## config.mk

```make
export PLATFORM = sky130hd
export DESIGN_NAME = rom_arbiter
export DESIGN_NICKNAME = d
export VERILOG_FILES = /design/src/rtl/hack_mem_pkg.sv /design/src/rtl/rom_dump_engine.sv /design/src/rtl/rom_arbiter.sv
export SDC_FILE = /design/constraint.sdc
export NUM_CORES = 1
export LEC_CHECK = 0
export CAP_MARGIN = 10
export CORE_MARGIN = 5
export CORE_UTILIZATION = 53
export CTS_CLUSTER_SIZE = 28
export DETAILED_ROUTE_END_ITERATION = 6
export GPL_TIMING_DRIVEN = 0
export MAX_ROUTING_LAYER = met4
export PLACE_DENSITY_LB_ADDON = 0.05
export SKIP_CTS_REPAIR_TIMING = 1
export SLEW_MARGIN = 40
export SYNTH_ARGS = -nofsm -noshare
export SYNTH_HDL_FRONTEND = slang
export SYNTH_SLANG_ARGS = --single-unit
```

## constraint.sdc

```tcl
create_clock -name clk -period 15.8 [get_ports clk]
set_clock_uncertainty 0.1 [all_clocks]
set_input_delay 4.74 -clock clk [delete_from_list [all_inputs] [get_ports clk]]
set_output_delay 4.74 -clock clk [all_outputs]
set_load 0.01 [all_outputs]
```

## src/rtl/hack_mem_pkg.sv

```systemverilog
// Shared definitions for the instruction-ROM access path.
// Holds the default ROM geometry (32K x 16) and the debug dump FSM state encoding.
package hack_mem_pkg;

  localparam int ADDR_W_DEF = 15;
  localparam int DATA_W_DEF = 16;

  typedef enum logic [1:0] {
    ST_IDLE  = 2'd0,
    ST_FETCH = 2'd1,
    ST_OUT   = 2'd2,
    ST_DONE  = 2'd3
  } dbg_state_e;

endpackage

```

## src/rtl/rom_dump_engine.sv

```systemverilog
// Debug dump engine: walks a block of ROM words starting at a latched base
// address and presents each word on a valid/ready port.
//
// Ports:
//   clk, reset         system clock, synchronous active-high reset
//   dbg_start          start pulse; dbg_base/dbg_len sampled with it (IDLE only)
//   dbg_base, dbg_len  dump start address and word count
//   dbg_gnt            arbiter grant: rom_data belongs to dbg_addr this cycle
//   rom_data           combinational ROM output
//   dbg_req, dbg_addr  ROM request and address toward the arbiter
//   dbg_busy           dump in progress (FETCH, OUT, DONE)
//   dbg_valid/ready    output handshake, dbg_data the dumped word
//   dbg_done           one-cycle completion pulse
module rom_dump_engine
  import hack_mem_pkg::*;
#(
  parameter int ADDR_W = ADDR_W_DEF,
  parameter int DATA_W = DATA_W_DEF
) (
  input  logic              clk,
  input  logic              reset,
  input  logic              dbg_start,
  input  logic [ADDR_W-1:0] dbg_base,
  input  logic [ADDR_W:0]   dbg_len,
  input  logic              dbg_gnt,
  input  logic [DATA_W-1:0] rom_data,
  input  logic              dbg_ready,
  output logic              dbg_req,
  output logic [ADDR_W-1:0] dbg_addr,
  output logic              dbg_busy,
  output logic              dbg_valid,
  output logic [DATA_W-1:0] dbg_data,
  output logic              dbg_done
);

  dbg_state_e        r_state;
  logic [ADDR_W-1:0] r_base;
  logic [ADDR_W:0]   r_len;
  logic [ADDR_W:0]   r_cnt;
  logic              r_busy;
  logic              r_valid;
  logic              r_done;
  logic [DATA_W-1:0] r_data;
  logic [ADDR_W:0]   w_cnt_nxt;

  assign w_cnt_nxt = r_cnt + (ADDR_W+1)'(1);

  // Address arithmetic is ADDR_W wide so a dump running past the top wraps to 0.
  assign dbg_addr  = r_base + r_cnt[ADDR_W-1:0];
  assign dbg_req   = (r_state == ST_FETCH);
  assign dbg_busy  = r_busy;
  assign dbg_valid = r_valid;
  assign dbg_data  = r_data;
  assign dbg_done  = r_done;

  always_ff @(posedge clk) begin
    if (reset) begin
      r_state <= ST_IDLE;
      r_cnt   <= '0;
      r_busy  <= 1'b0;
      r_valid <= 1'b0;
      r_done  <= 1'b0;
      r_data  <= '0;
    end else begin
      r_done <= 1'b0;
      case (r_state)
        ST_IDLE: begin
          if (dbg_start) begin
            r_busy <= 1'b1;
            if (dbg_len != '0) begin
              r_base  <= dbg_base;
              r_len   <= dbg_len;
              r_cnt   <= '0;
              r_state <= ST_FETCH;
            end else begin
              // Empty dump: report completion without producing data.
              r_done  <= 1'b1;
              r_state <= ST_DONE;
            end
          end
        end
        ST_FETCH: begin
          if (dbg_gnt) begin
            r_data  <= rom_data;
            r_valid <= 1'b1;
            r_state <= ST_OUT;
          end
        end
        ST_OUT: begin
          if (dbg_ready) begin
            r_valid <= 1'b0;
            r_cnt   <= w_cnt_nxt;
            if (w_cnt_nxt == r_len) begin
              r_done  <= 1'b1;
              r_state <= ST_DONE;
            end else begin
              r_state <= ST_FETCH;
            end
          end
        end
        ST_DONE: begin
          r_busy  <= 1'b0;
          r_state <= ST_IDLE;
        end
        default: r_state <= ST_IDLE;
      endcase
    end
  end

endmodule

```

## src/rtl/rom_arbiter.sv

```systemverilog
// Shares the single-port combinational instruction ROM between the CPU fetch
// path (fixed priority) and the debug dump engine. A starvation counter forces
// a debug grant after STARVE_LIMIT consecutive denied debug cycles. CPU read
// data is registered: a grant at one edge yields cpu_valid/cpu_data after the next.
//
// Ports:
//   clk, reset              system clock, synchronous active-high reset
//   cpu_req/cpu_addr        CPU fetch request; cpu_gnt combinational accept
//   cpu_valid/cpu_data      registered CPU read response
//   dbg_start/base/len      dump control; dbg_busy, dbg_done status
//   dbg_valid/ready/data    dump output handshake
//   rom_addr/rom_data       ROM interface
module rom_arbiter
  import hack_mem_pkg::*;
#(
  parameter int ADDR_W       = ADDR_W_DEF,
  parameter int DATA_W       = DATA_W_DEF,
  parameter int STARVE_LIMIT = 8
) (
  input  logic              clk,
  input  logic              reset,
  input  logic              cpu_req,
  input  logic [ADDR_W-1:0] cpu_addr,
  output logic              cpu_gnt,
  output logic              cpu_valid,
  output logic [DATA_W-1:0] cpu_data,
  input  logic              dbg_start,
  input  logic [ADDR_W-1:0] dbg_base,
  input  logic [ADDR_W:0]   dbg_len,
  output logic              dbg_busy,
  output logic              dbg_valid,
  input  logic              dbg_ready,
  output logic [DATA_W-1:0] dbg_data,
  output logic              dbg_done,
  output logic [ADDR_W-1:0] rom_addr,
  input  logic [DATA_W-1:0] rom_data
);

  localparam int            SW    = $clog2(STARVE_LIMIT + 1);
  localparam logic [SW-1:0] LIMIT = SW'(STARVE_LIMIT);

  logic              w_dbg_req;
  logic [ADDR_W-1:0] w_dbg_addr;
  logic              w_force;
  logic              w_dbg_win;
  logic [SW-1:0]     r_starve;
  logic              r_cpu_valid;
  logic [DATA_W-1:0] r_cpu_data;

  rom_dump_engine #(
    .ADDR_W (ADDR_W),
    .DATA_W (DATA_W)
  ) u_dump (
    .clk       (clk),
    .reset     (reset),
    .dbg_start (dbg_start),
    .dbg_base  (dbg_base),
    .dbg_len   (dbg_len),
    .dbg_gnt   (w_dbg_win),
    .rom_data  (rom_data),
    .dbg_ready (dbg_ready),
    .dbg_req   (w_dbg_req),
    .dbg_addr  (w_dbg_addr),
    .dbg_busy  (dbg_busy),
    .dbg_valid (dbg_valid),
    .dbg_data  (dbg_data),
    .dbg_done  (dbg_done)
  );

  // CPU wins unless the debug engine has been starved long enough.
  assign w_force   = (r_starve == LIMIT);
  assign w_dbg_win = w_dbg_req && (!cpu_req || w_force);
  assign cpu_gnt   = cpu_req && !w_dbg_win;
  assign rom_addr  = w_dbg_win ? w_dbg_addr : cpu_addr;

  assign cpu_valid = r_cpu_valid;
  assign cpu_data  = r_cpu_data;

  // Starve counter saturates naturally: once at LIMIT a pending debug request wins and clears it.
  always_ff @(posedge clk) begin
    if (reset) begin
      r_starve <= '0;
    end else if (!w_dbg_req || w_dbg_win) begin
      r_starve <= '0;
    end else if (cpu_req && !w_force) begin
      r_starve <= r_starve + SW'(1);
    end
  end

  // CPU response stage: capture the ROM word at the grant edge.
  always_ff @(posedge clk) begin
    if (reset) begin
      r_cpu_valid <= 1'b0;
      r_cpu_data  <= '0;
    end else begin
      r_cpu_valid <= cpu_gnt;
      if (cpu_gnt) r_cpu_data <= rom_data;
    end
  end

endmodule

```

==> out/metrics.yaml <==
critical_path.reg2reg.startpoint: "u_dump.r_cnt[0]$_SDFFE_PP0P_"
synth_most_common_cell: "nand2_1"
die_width_um: 103
power.ir.vdd_worst_mv: 0.0525
max_clock_freq_ghz: 0.0818
avgSynthCellArea_um2: 8.77
endpoint_kind: "output port"
tightest_slew_ns: 0.656
synth_enable_flop_cells: 31
via_per_inst: 5.57
final.setup.tns_ns: 0
fin_total_pwr_uw: 484
cts-root-buf: "clkbuf_8"
final_design_area_no_fill_um2: 6160
remaining_drc_errors: 4
power.switching_fraction_pct: 27.5
hold_ws_ns: 0.361
grt_overflow: 0
cts_tree: "done"
antenna_violating_nets_post_route: 0
initial_core_util_pct: 53.6
result_of_the_run: "finished, violations left"
synth_area_leaders: "dfxtp_1 25%, edfxtp_1 20%, nand2_1 8.3%"
synth.top_cells.by_count: "102 x nand2_1, 63 x a21oi_1, 58 x dfxtp_1, 38 x o21ai_0, 31 x edfxtp_1"
power.density_cell_area_nw_per_um2: 78.6
clock_latency_ns: 0.36
grt_pass1_wl_um: 19600
crit_fanout: 10
power_frac_seq_pct: 52.4
numClockSinks: 89
finalSetupViolations: 0
finalCritPeriodShare_pct: 77.4
place.gp.congestion: 0.931
drive_gt1_share_pct: 5.69
slew_violations: 0
yosys_register_bits: 89
synth.distinct_cells: 56
p_clk_share_pct: 29.7
dp.final_hpwl_um: 9940
via_count: 4320
synth_seq_area_share_pct: 45.2
power_report.internal_total_uw: 351
p_comb_share_pct: 17.9
top_level_ports: 119
place.detailed.instances: 760
min_path_type: "flop to flop"
grt_use_total_pct: 24.4
cts.reportedPaths.clkPinSlew_ns: 0.09
cts_buffer_depth: 2
floorplan.die_area_um2: 10700
worst-r2r-setup-slack_ns: 12.87
yosys.area.top_type: "dfxtp_1"
synth_async_sr_flop_share_pct: 0
number_of_antenna_violations_at_the_first_check_in_global_routing: 0
worst_slew_margin_rel_pct: 55.9
cts-buffers-inserted: 9
critical_path.max_stage_delay_ns: 0.52
cell_with_the_largest_stage_delay_on_the_worst_path: "clkdlybuf4s50_1"
r2r-end: "u_dump.dbg_done$_SDFF_PP0_"
cp-start-kind: "primary input"
flow.area_growth_from_synthesis_pct: 33.1
hold_fails_final_rpt: 0
mappedNetlistNets: 613
ys_flop_type: "dfxtp_1"
post-route-min-period_ns: 12.22
timing.critical_path.to: "rom_addr[7]"
synth.top_cell.area_share_pct: 25.1
htreeDepth: 3
grt_start_max_net_pins: 17
yosysWarningCount: 0
grt_pass1_vias: 3988
total_switching_power_uw: 133
rsz0062_at_grt: "false"
static-leakage-power_uw: 0.00230
final_nets: 748
die_height_um: 103
netlist_instances: 528
timing.max_cap.violations: 0
violations: "design-rule violations"
r2r_depth: 7
core_area_um2: 8640
worst_path_most_repeated_cell: "clkdlybuf4s50_1"
criticalPathCategory: "primary input to output port"
worstPathCellList: "clkdlybuf4s50_1 -> inv_1 -> o211ai_1 -> clkbuf_1 -> buf_1 -> nor2_1 -> mux2i_1 -> nand2_1 -> clkdlybuf4s50_1"
required_time_at_the_worst_slack_endpoint_ns: 10.96
port-buffer-count: 118
crit_path_start: "cpu_req"
mappedNetlistArea_um2: 4630
final_cell_count_no_fill: 776
timing.critical_path.arrival_ns: 7.38
drt-wirelength-per-cell_um: 16.3
firstDrtPassIters: 7
postRouteWirelength_um: 12700
placement_rows: 34
dpl-instance-area_um2: 5990
diodes: 0
drt-initial-drc-count: 260
## power groups by stage
stage / logic, uW / registers (uW) / clock network, uW
after floorplan: 36.0 / 261 / 0
after global placement: 83.9 / 259 / 0
after detailed placement: 86.8 / 259 / 0
after CTS: 87.3 / 254 / 147
after global routing: 94.7 / 255 / 157
final: 86.8 / 254 / 144
## routing by layer
layer	routed length [um]	vias up	track usage (%)
met4	125	0	6.18
met3	785	13	3.62
met2	6300	142	40.8
met5	0	-	-
met1	5460	2014	31.1
li1	-	2151	-
## sequential cells by signal (all words and copies together) (netlist names)
signal / count
cpu_data: 16
cpu_valid: 1
r_starve: 4
u_dump.dbg_busy: 1
u_dump.dbg_data: 16
u_dump.dbg_done: 1
u_dump.dbg_valid: 1
u_dump.r_base: 15
u_dump.r_cnt: 16
u_dump.r_len: 16
u_dump.r_state: 2
## layout by cell type, fill, tap and decap left out, types with 11 or more instances in the layout
master             n
buf_2             11
nor2_1            30
inv_1             16
nand2_1          102
edfxtp_1          31
ha_1              17
dfxtp_1           58
a21oi_1           63
xnor2_1           23
clkbuf_1          18
o21ai_0           38
clkdlybuf4s50_1  118
## logic make-up after synthesis
| kind of cell | share of synthesized area [%] |
|---|---|
| flip-flops | 45.2 |
| AO/OA/AOI/OAI | 17.7 |
| adder cells (fa/ha/maj) | 5.03 |
| XOR/XNOR | 6.24 |
| AND/OR/NAND/NOR | 21.7 |
| buffers and inverters | 3.70 |
| multiplexers | 0.432 |
## worst min-delay path by stage
| stage | startpoint | endpoint | slack (ns) | depth (start not counted) |
|---|---|---|---|---|
| floorplan | r_starve[0]$_SDFFE_PP0P_ | r_starve[0]$_SDFFE_PP0P_ | 0.33 | 1 |
| global placement | cpu_data[6]$_SDFFE_PP0P_ | cpu_data[6]$_SDFFE_PP0P_ | 0.34 | 2 |
| detailed placement | u_dump.dbg_data[8]$_SDFFE_PP0P_ | u_dump.dbg_data[8]$_SDFFE_PP0P_ | 0.35 | 2 |
| CTS | cpu_data[13]$_SDFFE_PP0P_ | cpu_data[13]$_SDFFE_PP0P_ | 0.36 | 2 |
| global route | cpu_data[7]$_SDFFE_PP0P_ | cpu_data[7]$_SDFFE_PP0P_ | 0.38 | 2 |
| finish | cpu_data[13]$_SDFFE_PP0P_ | cpu_data[13]$_SDFFE_PP0P_ | 0.36 | 2 |
## per-stage QoR
step,worst slack [ns],utilization [%]
6_report,3.58,71.4
3_5_place_dp,3.57,69.3
4_1_cts,3.57,71.4
2_1_floorplan,5.11,-
5_1_grt,3.41,71.4
3_3_place_gp,3.60,68.9
## critical path, delay by kind of cell
family / cells / cell delay [ns]
multiplexers: 1 / 0.15
buffers and inverters: 5 / 1.91
AND/OR/NAND/NOR: 2 / 0.17
AO/OA/AOI/OAI: 1 / 0.41
## final cells by class
cell class,instances,area (um^2)
well taps,108,135
plain buffers,26,108
flip-flops and latches,89,2090
clock buffers,10,128
clock inverters,6,47.5
multi-input cells,396,2380
fillers,721,2470
repair buffers,124,1210
inverters,17,63.8
(Power assumes the default switching activity.)
